==> src/rtl/counter_pkg.sv <==
// counter_pkg: direction/mode encodings and default width shared by the cascade counter.
package counter_pkg;
    localparam logic DIR_UP = 1'b1;
    localparam logic DIR_DOWN = 1'b0;
    localparam logic MODE_WRAP = 1'b0;
    localparam logic MODE_SAT = 1'b1;
    localparam int DEFAULT_WIDTH = 4;
endpackage

==> src/rtl/updown_counter_cell.sv <==
// updown_counter_cell: loadable up/down counter with wrap or saturate behaviour.
module updown_counter_cell
    import counter_pkg::*;
#(
    parameter int WIDTH = DEFAULT_WIDTH,
    parameter logic [WIDTH-1:0] RST_VAL = '0
) (
    input  logic             clk,
    input  logic             rst,
    input  logic             load,
    input  logic [WIDTH-1:0] load_val,
    input  logic             step,
    input  logic             dir,
    input  logic             mode_sat,
    output logic [WIDTH-1:0] count,
    output logic             moved,
    output logic             term
);
    logic [WIDTH-1:0] count_q, count_d, next_val;
    always_comb begin
        term = (dir == DIR_UP) ? &count_q : (count_q == '0);
        // a saturated counter sitting at its terminal value does not count as a step
        moved = step && !(mode_sat == MODE_SAT && term);
        next_val = (dir == DIR_UP) ? count_q + 1'b1 : count_q - 1'b1;
        count_d = load ? load_val : moved ? next_val : count_q;
    end
    always_ff @(posedge clk) begin
        if (rst) count_q <= RST_VAL;
        else count_q <= count_d;
    end
    assign count = count_q;
endmodule

==> src/rtl/cascade_updown_counter.sv <==
// cascade_updown_counter: counter B steps on the same edge that counter A steps onto match_a.
module cascade_updown_counter
    import counter_pkg::*;
#(
    parameter int WIDTH = DEFAULT_WIDTH
) (
    input  logic             clk,
    input  logic             rst,
    input  logic             en,
    input  logic             load,
    input  logic [WIDTH-1:0] load_a,
    input  logic [WIDTH-1:0] load_b,
    input  logic             dir_a,
    input  logic             dir_b,
    input  logic             mode_sat,
    input  logic [WIDTH-1:0] match_a,
    output logic [WIDTH-1:0] count_a,
    output logic [WIDTH-1:0] count_b,
    output logic             tick_a,
    output logic             tc_b
);
    logic moved_a, term_a, moved_b, hit, tick_a_q, tick_a_d;
    logic [WIDTH-1:0] next_a;
    updown_counter_cell #(.WIDTH(WIDTH), .RST_VAL('0)) u_a (
        .clk(clk), .rst(rst), .load(load), .load_val(load_a), .step(en && !load),
        .dir(dir_a), .mode_sat(mode_sat), .count(count_a), .moved(moved_a), .term(term_a)
    );
    updown_counter_cell #(.WIDTH(WIDTH), .RST_VAL({WIDTH{1'b1}})) u_b (
        .clk(clk), .rst(rst), .load(load), .load_val(load_b), .step(hit),
        .dir(dir_b), .mode_sat(mode_sat), .count(count_b), .moved(moved_b), .term(tc_b)
    );
    // compare against A's next value so B moves on the same edge A arrives
    always_comb begin
        next_a = (dir_a == DIR_UP) ? count_a + 1'b1 : count_a - 1'b1;
        hit = en && !load && moved_a && (next_a == match_a);
        tick_a_d = hit;
    end
    always_ff @(posedge clk) begin
        if (rst) tick_a_q <= 1'b0;
        else tick_a_q <= tick_a_d;
    end
    assign tick_a = tick_a_q;
    logic unused;
    assign unused = term_a ^ moved_b;
endmodule

==> config.mk <==
export PLATFORM = sky130hd
export DESIGN_NAME = cascade_updown_counter
export DESIGN_NICKNAME = d
export VERILOG_FILES = /design/src/rtl/counter_pkg.sv /design/src/rtl/updown_counter_cell.sv /design/src/rtl/cascade_updown_counter.sv
export SDC_FILE = /design/constraint.sdc
export NUM_CORES = 1
export LEC_CHECK = 0
export CORE_MARGIN = 4
export CORE_UTILIZATION = 41
export CTS_CLUSTER_SIZE = 12
export DETAILED_ROUTE_END_ITERATION = 8
export PLACE_DENSITY = 0.82
export SYNTH_ARGS = -nofsm -noshare
export SYNTH_HDL_FRONTEND = slang
export SYNTH_SLANG_ARGS = --single-unit
==> constraint.sdc <==
create_clock -name clk -period 3.55 [get_ports clk]
set_input_delay 0.5325 -clock clk [delete_from_list [all_inputs] [get_ports clk]]
set_output_delay 0.5325 -clock clk [all_outputs]
set_load 0.02 [all_outputs]
==> impl_metrics.ini, run 1 <==
[timing]
fmax_ghz = 0.315
slew-limit-headroom_pct = 51.6
fin_skew_ns = 0.00261
timing.final.ws_setup_ns = 0.374
hold_viol = 0
slew_violations = 0
finalCritPeriodShare_pct = 89.5
tns_ns = 0
setup_viol = 0
tightest_slew_ns = 0.726
min_period_ns = 3.18
rsz0062_at_grt = false
fin_hold_ws_ns = 0.547

[floorplan]
design.portCount = 29
die_area_um2 = 2370
rows = 14
die-height_um = 48.7
core_um2 = 1540
die_w_um = 48.7
start_util_pct = 44.1

[synthesis]
yosysUniqueCellTypes = 28
yosys.area_share.adder_pct = 13.3
synth_edf_count = 0
avgSynthCellArea_um2 = 8.49
synth_commonest_cells = 9 x dfxtp_1, 9 x xnor2_1, 7 x a21oi_1, 7 x nor2_1, 6 x inv_1
synth_top_area_share_pct = 26.5
synthXorXnorAreaFrac_pct = 14.2
yosys-mux-area-fraction_pct = 1.47
ys_warn_count = 0
synth_area_um2 = 679
synthSimpleGateAreaFrac_pct = 17.7
yosysSeqAreaShare_pct = 26.5
syn-num-nets = 105
synth_compound_area_share_pct = 22.5
ys_seq_elements = 9
synth_top_cell_by_area = dfxtp_1
synth_async_sr_flop_share_pct = 0
synthFlopType = dfxtp_1
synth_top_family_by_area = compound AO/OA/AOI/OAI gates
yosys-top-cells-area = dfxtp_1 27%, xnor2_1 12%, ha_1 7.4%
synthCells = 80

[critical_path]
crit_chain = clkdlybuf4s50_1 > inv_1 > ha_1 > xor2_1 > xnor2_1 > or3_1 > a2111o_1 > or4_1 > o311a_1
r2r-end = u_b.count[1]$_SDFFE_PP1P_
crit_slowest_cell = clkdlybuf4s50_1
required_ns = 3.71
critPathBufInv = 2
ff2ff_path_depth = 8
end_kind = flip-flop
cp.arrival_ns = 3.33
worstPathMaxFanout = 8
critPathLaunchType = primary input
rrSetupSlack_ns = 0.69
worstSetupPathType = primary input to flip-flop
slowest_delay_ns = 0.59
path_delay_family = simple AND/OR/NAND/NOR gates
regToRegStartpoint = u_a.count[0]$_SDFFE_PP0P_

[detailed_routing]
drc = 0
drt-initial-drc-count = 10
vias = 724
antenna_left = 0
vias_per_cell = 5.70
post_drt_wl_per_cell_um = 14.8
wirelength_mm = 1.88
dr.pass1.iters = 4

[clocking]
postCtsHoldBufs = 0
root_buffer = clkbuf_4
clock-sinks = 9
cts_buffer_depth = 2
cts_buffers = 3
cts_setup_buffers = 0
ctsHtreeMaxLevel = 1
clk_pin_slew_ns = 0.06
insertion_delay_ns = 0.27
cts.repair.resized = 0
tritoncts = done

[placement]
io_buffers = 28
place_ws_ns = 0.0738
place_area_um2 = 980
gp_congestion = 0.824
dp_hpwl_mm = 1.46

[power_and_ir_drop]
p_leak_nw = 0.394
peakVddDrop_uv = 183
cellPowerDensity_nw_per_um2 = 325
seq_power_share_pct = 36.6
power.internal_w = 0.000219
p_comb_share_pct = 38.2
p_sw_w = 0.000108
pwr-share-clk_pct = 25.2
power.share.switching_pct = 32.9

[cells_and_area]
fillerInstances = 144
num_antenna_cells = 0
drive_gt1_share_pct = 5.41
post-route-util_pct = 65.3
stdcell_area_um2 = 1010
syn2layout_area_growth_pct = 48.1
nNetsFinal = 137

[grt]
gr-total-overflow = 0
grt_max_degree = 13
grt_pass1_wl_mm = 3.34
globalRouteTotalUtil_pct = 17.3
antenna_found_initial = 0
grt_pass1_vias = 762

[hold_path]
min_path_type = flip-flop to flip-flop
min_path_cells = 2
hold_path.startpoint = u_b.count[3]$_SDFFE_PP1P_
hold_end = u_b.count[3]$_SDFFE_PP1P_

[run]
drv_cap = 0

[status]
outcome = finished, final reports clean
## flip-flops by register name, indices dropped and copies added, names as in the netlist
signal / flops
u_b.count: 4
tick_a: 1
u_a.count: 4
## layout make-up
cell class	instances	area, um^2	area share [%]
timing repair buffer	29	288	28.6
inverter	6	22.5	2.24
clock buffer	4	26.3	2.61
sequential	9	180	17.9
tap	16	20.0	1.99
multi-input combinational	63	469	46.6
## worst register-to-register path, cell delays in order, from the launching register on
cell and delay (ns):
dfxtp_1 0.44, inv_1 0.13, fa_1 0.41, xor2_1 0.25
xnor2_1 0.10, or3_1 0.41, a2111o_1 0.46, or4_1 0.42
o311a_1 0.12
## how the worst max path moves through the flow
stage / from / end / slack (ns) / depth (start not counted)
2_1_floorplan: u_a.count[0]$_SDFFE_PP0P_ / u_b.count[1]$_SDFFE_PP1P_ / 0.77 / 8
3_3_place_gp: dir_a / u_b.count[1]$_SDFFE_PP1P_ / 0.23 / 9
3_5_place_dp: dir_a / u_b.count[1]$_SDFFE_PP1P_ / 0.07 / 9
4_1_cts: dir_a / u_b.count[1]$_SDFFE_PP1P_ / 0.37 / 9
5_1_grt: dir_a / u_b.count[1]$_SDFFE_PP1P_ / 0.22 / 9
6_report: dir_a / u_b.count[1]$_SDFFE_PP1P_ / 0.37 / 9
## cells in the final DEF, fill, tap and decap left out, drive strengths merged, types with 2 or more instances in the layout
cell / n
nand2: 3
xnor2: 9
inv: 6
or3: 2
or4: 2
clkbuf: 4
ha: 4
clkdlybuf4s50: 28
xor2: 2
nor2: 7
o21ai: 4
nand2b: 2
fa: 2
nor4: 2
dfxtp: 9
a21oi: 7
a21o: 2
nand4: 2
a31o: 2
a221oi: 2
## power by group through the flow
stage	Combinational, W	Clock, W	Sequential [W]
2_1_floorplan	0.0000646	0	0.000128
3_3_place_gp	0.000122	0	0.000122
3_5_place_dp	0.000125	0	0.000122
4_1_cts	0.000126	0.0000864	0.000120
5_1_grt	0.000138	0.0000903	0.000121
6_report	0.000125	0.0000826	0.000120
## logic make-up (layout without fill, tap and decap cells)
logic type | count (synthesis) | in the layout
xor gates and xnor gates | 11 | 11
muxes | 1 | 1
buffers and inverters | 8 | 39
DFF | 9 | 9
adders and majority gates | 6 | 6
and+or+nand+nor | 23 | 23
AOI/OAI and AO/OA | 22 | 22
## per-stage QoR
stage	cells	power, W
global route	127	0.000349
floorplan	80	0.000193
global placement	123	0.000243
detailed placement	123	0.000246
finish	127	0.000327
CTS	127	0.000332
## per-layer routing
layer | wire, um | GRT usage, %
met4 | 46 | 8.07
met5 | 0 | 0
met3 | 123 | 3.68
met2 | 871 | 27.0
met1 | 841 | 22.6
No activity file was read; power rests on OpenSTA's default activity.
==> run 2, diff against run 1 <==
--- a/config.mk
+++ b/config.mk
@@ -9,7 +9,9 @@
 export CORE_UTILIZATION = 41
 export CTS_CLUSTER_SIZE = 12
 export DETAILED_ROUTE_END_ITERATION = 8
+export GPL_TIMING_DRIVEN = 0
 export PLACE_DENSITY = 0.82
 export SYNTH_ARGS = -nofsm -noshare
 export SYNTH_HDL_FRONTEND = slang
 export SYNTH_SLANG_ARGS = --single-unit
+export TNS_END_PERCENT = 20
==> impl_metrics.ini, run 2 (synthesized netlist as in run 1, its figures left out) <==
[critical_path]
crit_slowest_cell = clkdlybuf4s50_1
slowest_delay_ns = 0.61
cp.arrival_ns = 3.40
required_ns = 3.72
end_kind = flip-flop
worstSetupPathType = primary input to flip-flop
critPathLaunchType = primary input
crit_chain = clkdlybuf4s50_1 > inv_1 > ha_1 > xor2_1 > xnor2_1 > or3_1 > a2111o_1 > or4_1 > o311a_1
worstPathMaxFanout = 8

[clocking]
cts_buffer_depth = 2
tritoncts = done
postCtsHoldBufs = 0
insertion_delay_ns = 0.27
root_buffer = clkbuf_4
clock-sinks = 9
ctsHtreeMaxLevel = 1
cts.repair.resized = 0
cts_buffers = 3
clk_pin_slew_ns = 0.07
cts_setup_buffers = 0

[detailed_routing]
drt-initial-drc-count = 14
antenna_left = 0
dr.pass1.iters = 4
vias_per_cell = 5.80
post_drt_wl_per_cell_um = 14.7
drc = 0
wirelength_mm = 1.88
vias = 742

[timing]
fin_skew_ns = 0.00639
setup_viol = 0
tightest_slew_ns = 0.624
rsz0062_at_grt = false
min_period_ns = 3.23
tns_ns = 0
fin_hold_ws_ns = 0.560
finalCritPeriodShare_pct = 91.0
slew_violations = 0
hold_viol = 0
fmax_ghz = 0.310
slew-limit-headroom_pct = 58.4

[power_and_ir_drop]
p_leak_nw = 0.391
cellPowerDensity_nw_per_um2 = 326
totalPowerFinal_w = 0.000328
peakVddDrop_uv = 181

[hold_path]
min_path_type = flip-flop to flip-flop

[placement]
dp_hpwl_mm = 1.44
io_buffers = 28
gp_congestion = 0.808

[floorplan]
die_area_um2 = 2370
rows = 14
die-height_um = 48.7
die_w_um = 48.7
start_util_pct = 44.1
core_um2 = 1540
design.portCount = 29

[cells_and_area]
drive_gt1_share_pct = 4.46
layout_common_cells = 28 x clkdlybuf4s50_1, 9 x xnor2_1, 9 x dfxtp_1, 7 x a21oi_1, 7 x nor2_1
layout_commonest_cell = clkdlybuf4s50_1
syn2layout_area_growth_pct = 48.1
nNetsFinal = 138
num_antenna_cells = 0

[grt]
grt_pass1_vias = 705
grt_pass1_wl_mm = 3.15
antenna_found_initial = 0
globalRouteTotalUtil_pct = 16.6
gr-total-overflow = 0
grt_max_degree = 11

[run]
drv_cap = 0

[status]
outcome = finished, final reports clean
[run 2: cell count changes in the layout (fill, tap and decap cells not counted)]
| cell | change |
|---|---|
| buf_4 | -1 |
| clkbuf_1 | +2 |
[run 2: metal layers]
layer	wire [um]	vias up	global-route usage, %
li1	-	357	-
met1	797	344	19.5
met2	863	34	25.7
met3	157	7	4.29
met4	63	0	12.1
met5	0	-	0
[run 2: worst max-delay path, delay by kind of cell]
kind / cells / cell delay (ns)
simple gates: 2 / 0.86
xor+xnor: 2 / 0.32
fa+ha+maj: 1 / 0.34
compound gates: 2 / 0.61
buf+inv: 2 / 0.74
[run 2: final cells by class]
class / instances / area [um^2]
Inverter: 6 / 22.5
Timing Repair Buffer: 28 / 280
Fill cell: 140 / 536
Clock buffer: 4 / 26.3
Multi-Input combinational cell: 63 / 469
Tap cell: 16 / 20.0
Buffer: 2 / 7.51
Sequential cell: 9 / 180
[run 2: final timing paths]
check	from	end	slack (ns)	depth (start not counted)
setup / recovery	dir_a	u_b.count[1]$_SDFFE_PP1P_	0.32	9
hold / removal	u_b.count[3]$_SDFFE_PP1P_	u_b.count[3]$_SDFFE_PP1P_	0.56	2
setup reg to reg	u_a.count[0]$_SDFFE_PP0P_	u_b.count[1]$_SDFFE_PP1P_	0.66	8
hold reg to reg	u_b.count[3]$_SDFFE_PP1P_	u_b.count[3]$_SDFFE_PP1P_	0.56	2
[run 2: report_power, final]
group | internal [W] | switching, W
clock network | 0.0000435 | 0.0000404
registers | 0.000108 | 0.0000114
logic | 0.0000673 | 0.0000574
[run 2: stage by stage]
step                      utilization (%)  worst slack [ns]  std cells  cell area (um^2)
after floorplan                         -             0.769         80               679
after global placement               63.6            0.0773        124               980
after detailed placement             63.6            0.0244        124               980
after CTS                            65.3             0.297        128              1010
after global routing                 65.3             0.163        128              1010
final                                65.3             0.320        128              1010
==> run 3, diff against run 2 <==
--- a/config.mk
+++ b/config.mk
@@ -5,7 +5,6 @@
 export SDC_FILE = /design/constraint.sdc
 export NUM_CORES = 1
 export LEC_CHECK = 0
-export CORE_MARGIN = 4
 export CORE_UTILIZATION = 41
 export CTS_CLUSTER_SIZE = 12
 export DETAILED_ROUTE_END_ITERATION = 8
==> impl_metrics.ini, run 3 (synthesized netlist as in run 1, its figures left out) <==
[timing]
tightest_slew_ns = 0.638
fmax_ghz = 0.307
fin_skew_ns = 0.0113
slew-limit-headroom_pct = 57.4
fin_hold_ws_ns = 0.563
rsz0062_at_grt = false
slew_violations = 0
tns_ns = 0
setup_viol = 0
hold_viol = 0
min_period_ns = 3.26
finalCritPeriodShare_pct = 91.8

[grt]
globalRouteTotalUtil_pct = 21.1
antenna_found_initial = 0
grt_max_degree = 11
grt_pass1_vias = 699
grt_pass1_wl_mm = 2.93
gr-total-overflow = 0

[clocking]
insertion_delay_ns = 0.26
ctsHtreeMaxLevel = 1
cts.repair.resized = 0
root_buffer = clkbuf_4
clock-sinks = 9
postCtsHoldBufs = 0
clk_pin_slew_ns = 0.07
cts_buffer_depth = 2
cts_setup_buffers = 0
cts_buffers = 3
tritoncts = done

[cells_and_area]
post-route-util_pct = 66.1
layout_commonest_cell = clkdlybuf4s50_1
fillerInstances = 143
nNetsFinal = 138
drive_gt1_share_pct = 5.36
num_antenna_cells = 0
syn2layout_area_growth_pct = 48.3
layout_common_cells = 28 x clkdlybuf4s50_1, 9 x xnor2_1, 9 x dfxtp_1, 7 x a21oi_1, 7 x nor2_1
instances_no_fill = 128

[critical_path]
path_delay_family = simple AND/OR/NAND/NOR gates
critPathLaunchType = primary input
crit_slowest_cell = clkdlybuf4s50_1
crit_chain = clkdlybuf4s50_1 > inv_1 > ha_1 > xor2_1 > xnor2_1 > or3_1 > a2111o_1 > or4_1 > o311a_1
worstSetupPathType = primary input to flip-flop
worstPathMaxFanout = 8
required_ns = 3.69
rrSetupSlack_ns = 0.65
critPathBufInv = 2
end_kind = flip-flop
slowest_delay_ns = 0.61
cp.arrival_ns = 3.40

[detailed_routing]
vias_per_cell = 5.67
post_drt_wl_per_cell_um = 13.7
drc = 0
vias = 726
antenna_left = 0
drt-initial-drc-count = 10
dr.pass1.iters = 6
wirelength_mm = 1.76

[placement]
dp_cells = 124
io_buffers = 28
gp_congestion = 0.786
dp_hpwl_mm = 1.35

[floorplan]
rows = 14
start_util_pct = 44.6
design.portCount = 29
die_area_um2 = 1820
core_um2 = 1520
die_w_um = 42.7
die-height_um = 42.7

[status]
outcome = finished, final reports clean

[run]
drv_cap = 0

[hold_path]
min_path_type = flip-flop to flip-flop

[power_and_ir_drop]
cellPowerDensity_nw_per_um2 = 320
peakVddDrop_uv = 190
p_leak_nw = 0.394
## run 3: stage by stage
stage	total power (W)	worst slack (ns)	area, um^2
floorplan	0.000193	0.769	679
global placement	0.000242	0.0853	980
detailed placement	0.000245	0.0231	980
CTS	0.000326	0.284	1010
global route	0.000347	0.160	1010
finish	0.000323	0.291	1010
## run 3: worst paths after layout
path                                   from                         to  depth (start not counted)
setup / recovery                      dir_a  u_b.count[1]$_SDFFE_PP1P_                          9
hold / removal    u_b.count[3]$_SDFFE_PP1P_  u_b.count[3]$_SDFFE_PP1P_                          2
setup reg to reg  u_a.count[0]$_SDFFE_PP0P_  u_b.count[1]$_SDFFE_PP1P_                          8
hold reg to reg   u_b.count[3]$_SDFFE_PP1P_  u_b.count[3]$_SDFFE_PP1P_                          2
## run 3: final cells by class
| type | count | area, um^2 | area share (%) |
|---|---|---|---|
| repair buffers | 28 | 280 | 27.8 |
| flip-flops and latches | 9 | 180 | 17.9 |
| plain buffers | 2 | 7.51 | 0.745 |
| well taps | 16 | 20.0 | 1.99 |
| clock inverters | 1 | 5.00 | 0.497 |
| multi-input cells | 63 | 469 | 46.6 |
| clock buffers | 3 | 22.5 | 2.24 |
| inverters | 6 | 22.5 | 2.24 |
## run 3: metal layers
metal | GRT usage (%) | routed length (um)
met1 | 25.3 | 796
met2 | 36.4 | 844
met3 | 4.68 | 102
met4 | 8.13 | 14
met5 | 0 | 0
## run 3: tightest hold or removal path, stage by stage, from the launching register on
cell and delay, ns:
dfxtp_1 0.36, inv_1 0.06, o211ai_1 0.09
## run 3: report_power, final
group / total (W) / internal, W / switching, W
sequential: 0.000120 / 0.000108 / 0.0000115
clock: 0.0000785 / 0.0000415 / 0.0000370
combinational: 0.000124 / 0.0000675 / 0.0000568
total: 0.000323 / 0.000217 / 0.000105
==> RTL edit (flow settings as in run 1) <==
Change the package constant `DEFAULT_WIDTH` from 4 to 5.
--- a/src/rtl/counter_pkg.sv
+++ b/src/rtl/counter_pkg.sv
@@ -5,5 +5,5 @@
     localparam logic MODE_WRAP = 1'b0;
     localparam logic MODE_SAT = 1'b1;
-    localparam int DEFAULT_WIDTH = 4;
+    localparam int DEFAULT_WIDTH = 5;
 endpackage
 
Interface: changed (5 resized); port bits go from 29 to 34. No check against the original RTL was run, so the function may have changed too.
==> RTL edit against run 1 <==
- design area is 37% higher
- power is 33% higher
- synthesized area grew 49%
- setup slack gained 0.22 ns
- critical path depth down 1
- wire length up 56%
- sequential cell count up 2
- register-to-register slack improved by 0.30 ns
- critical endpoint is now u_b.count[3]$_SDFFE_PP1P_
- largest cell class unchanged
- largest power group unchanged
==> RTL edit: results (changes against run 1) <==
Run status
  • Result of the run: finished clean

Synthesis
  • Share of the synthesized area in compound gates (AO/OA/AOI/OAI): 23.2% (+0.70 points)
  • Adder and majority gate portion of the synthesized area: 11.4% (-1.9 points)
  • Count of different cell masters after synthesis: 39 (+39%)
  • Part of the Yosys area used for sequential elements: 21.8% (-4.7 points)
  • Portion of netlist area occupied by mux cells: 0% (-1.5 points)
  • Largest cells by area after synthesis: sky130_fd_sc_hd__dfxtp_1 22%, sky130_fd_sc_hd__xnor2_1 8.7%, sky130_fd_sc_hd__ha_1 7.4%
  • Post-synthesis net count: 148 (+41%)
  • Top post-synthesis cells by count: 11 x sky130_fd_sc_hd__dfxtp_1, 10 x sky130_fd_sc_hd__xnor2_1, 8 x sky130_fd_sc_hd__a21oi_1, 8 x sky130_fd_sc_hd__inv_1, 8 x sky130_fd_sc_hd__nand2_1

Critical path
  • Crit path arrival time: 3.13 ns (-0.20 ns)
  • Number of cell instances on the worst register-to-register path: 7 (-1)
  • Worst setup slack for register-to-register paths: 0.99 ns (+0.30 ns)
  • Reg-to-reg critical path endpoint: u_b.count[3]$_SDFFE_PP1P_

Global route
  • GRT Total Usage: 18.4% (+1.0 points)
  • Met3 GRT Util: 4.23% (+0.55 points)
  • Largest net degree at the start of global routing: 21 (+8)
  • GRT met1 Usage: 20.9% (-1.7 points)
  • Wire length of the first global-routing pass: 4900 um (+47%)
  • Met2 layer usage reported by global route: 33.7% (+6.8 points)

Place
  • Count of port buffers added during placement: 33 (+18%)
  • DP HPWL: 2320 um (+59%)
  • Post-place instance area: 1360 sq um (+38%)

Power
  • Lkg Pwr: 0.549 nW (+39%)

Final layout
  • Ratio of cells with drive above 1 in the final layout: 2.67% (-2.7 points)
  • Net count of the finished layout: 181 (+32%)

Worst hold path
  • Destination of the worst hold path: u_a.count[3]$_SDFFE_PP0P_
  • Source of the worst hold timing path: u_a.count[3]$_SDFFE_PP0P_

Detailed routing
  • Routed wire per std cell: 16.5 um (+12%)
  • Via density per instance: 6.01 (+5.4%)

Timing
  • Final worst clock skew: 0.00143 ns (-0.00118 ns)
-- RTL edit: cell types whose count changed in the layout (fill, tap and decap cells not counted), sizes merged, moves of 4 or more --
cell	run 1	this run
o21ai	4	0
nor3	1	8
clkdlybuf4s50	28	33
nand2	3	8
a31oi	0	4
-- RTL edit: power by group --
part	switching, mW	leakage (nW)	internal, mW
clock	0.0426	0.0150	0.0435
sequential	0.0147	0.0910	0.132
combinational	0.103	0.443	0.101
total	0.160	0.549	0.277
-- RTL edit: metrics by stage --
stage	utilization [%]	hold slack, ns	std cells	worst slack, ns
after floorplan	-	0.562	118	1.14
after global placement	59.5	0.497	174	0.517
after detailed placement	59.5	0.510	174	0.333
after CTS	60.7	0.521	178	0.640
after global routing	60.7	0.548	178	0.480
final	60.7	0.519	178	0.595
-- RTL edit: critical path, cell delays in order --
cell,delay [ns]
sky130_fd_sc_hd__clkdlybuf4s50_1,0.62
sky130_fd_sc_hd__inv_1,0.15
sky130_fd_sc_hd__ha_1,0.36
sky130_fd_sc_hd__xnor3_1,0.42
sky130_fd_sc_hd__nor3_2,0.25
sky130_fd_sc_hd__o2111a_1,0.33
sky130_fd_sc_hd__a31oi_1,0.14
sky130_fd_sc_hd__a311oi_1,0.30
-- RTL edit: area by class of cell --
cell class	instances	area, sq um
fill	213	895
multi-input combinational	93	736
timing repair buffer	33	330
sequential	11	220
tap	28	35.0
inverter	9	33.8
clock buffer	4	26.3
-- RTL edit: layer usage --
layer	wire [um]	share of wire, %	vias up
met1	1260	43	504
met2	1430	48	48
met4	48	1.6	0
li1	-	-	510
met5	0	0	-
met3	209	7.1	8
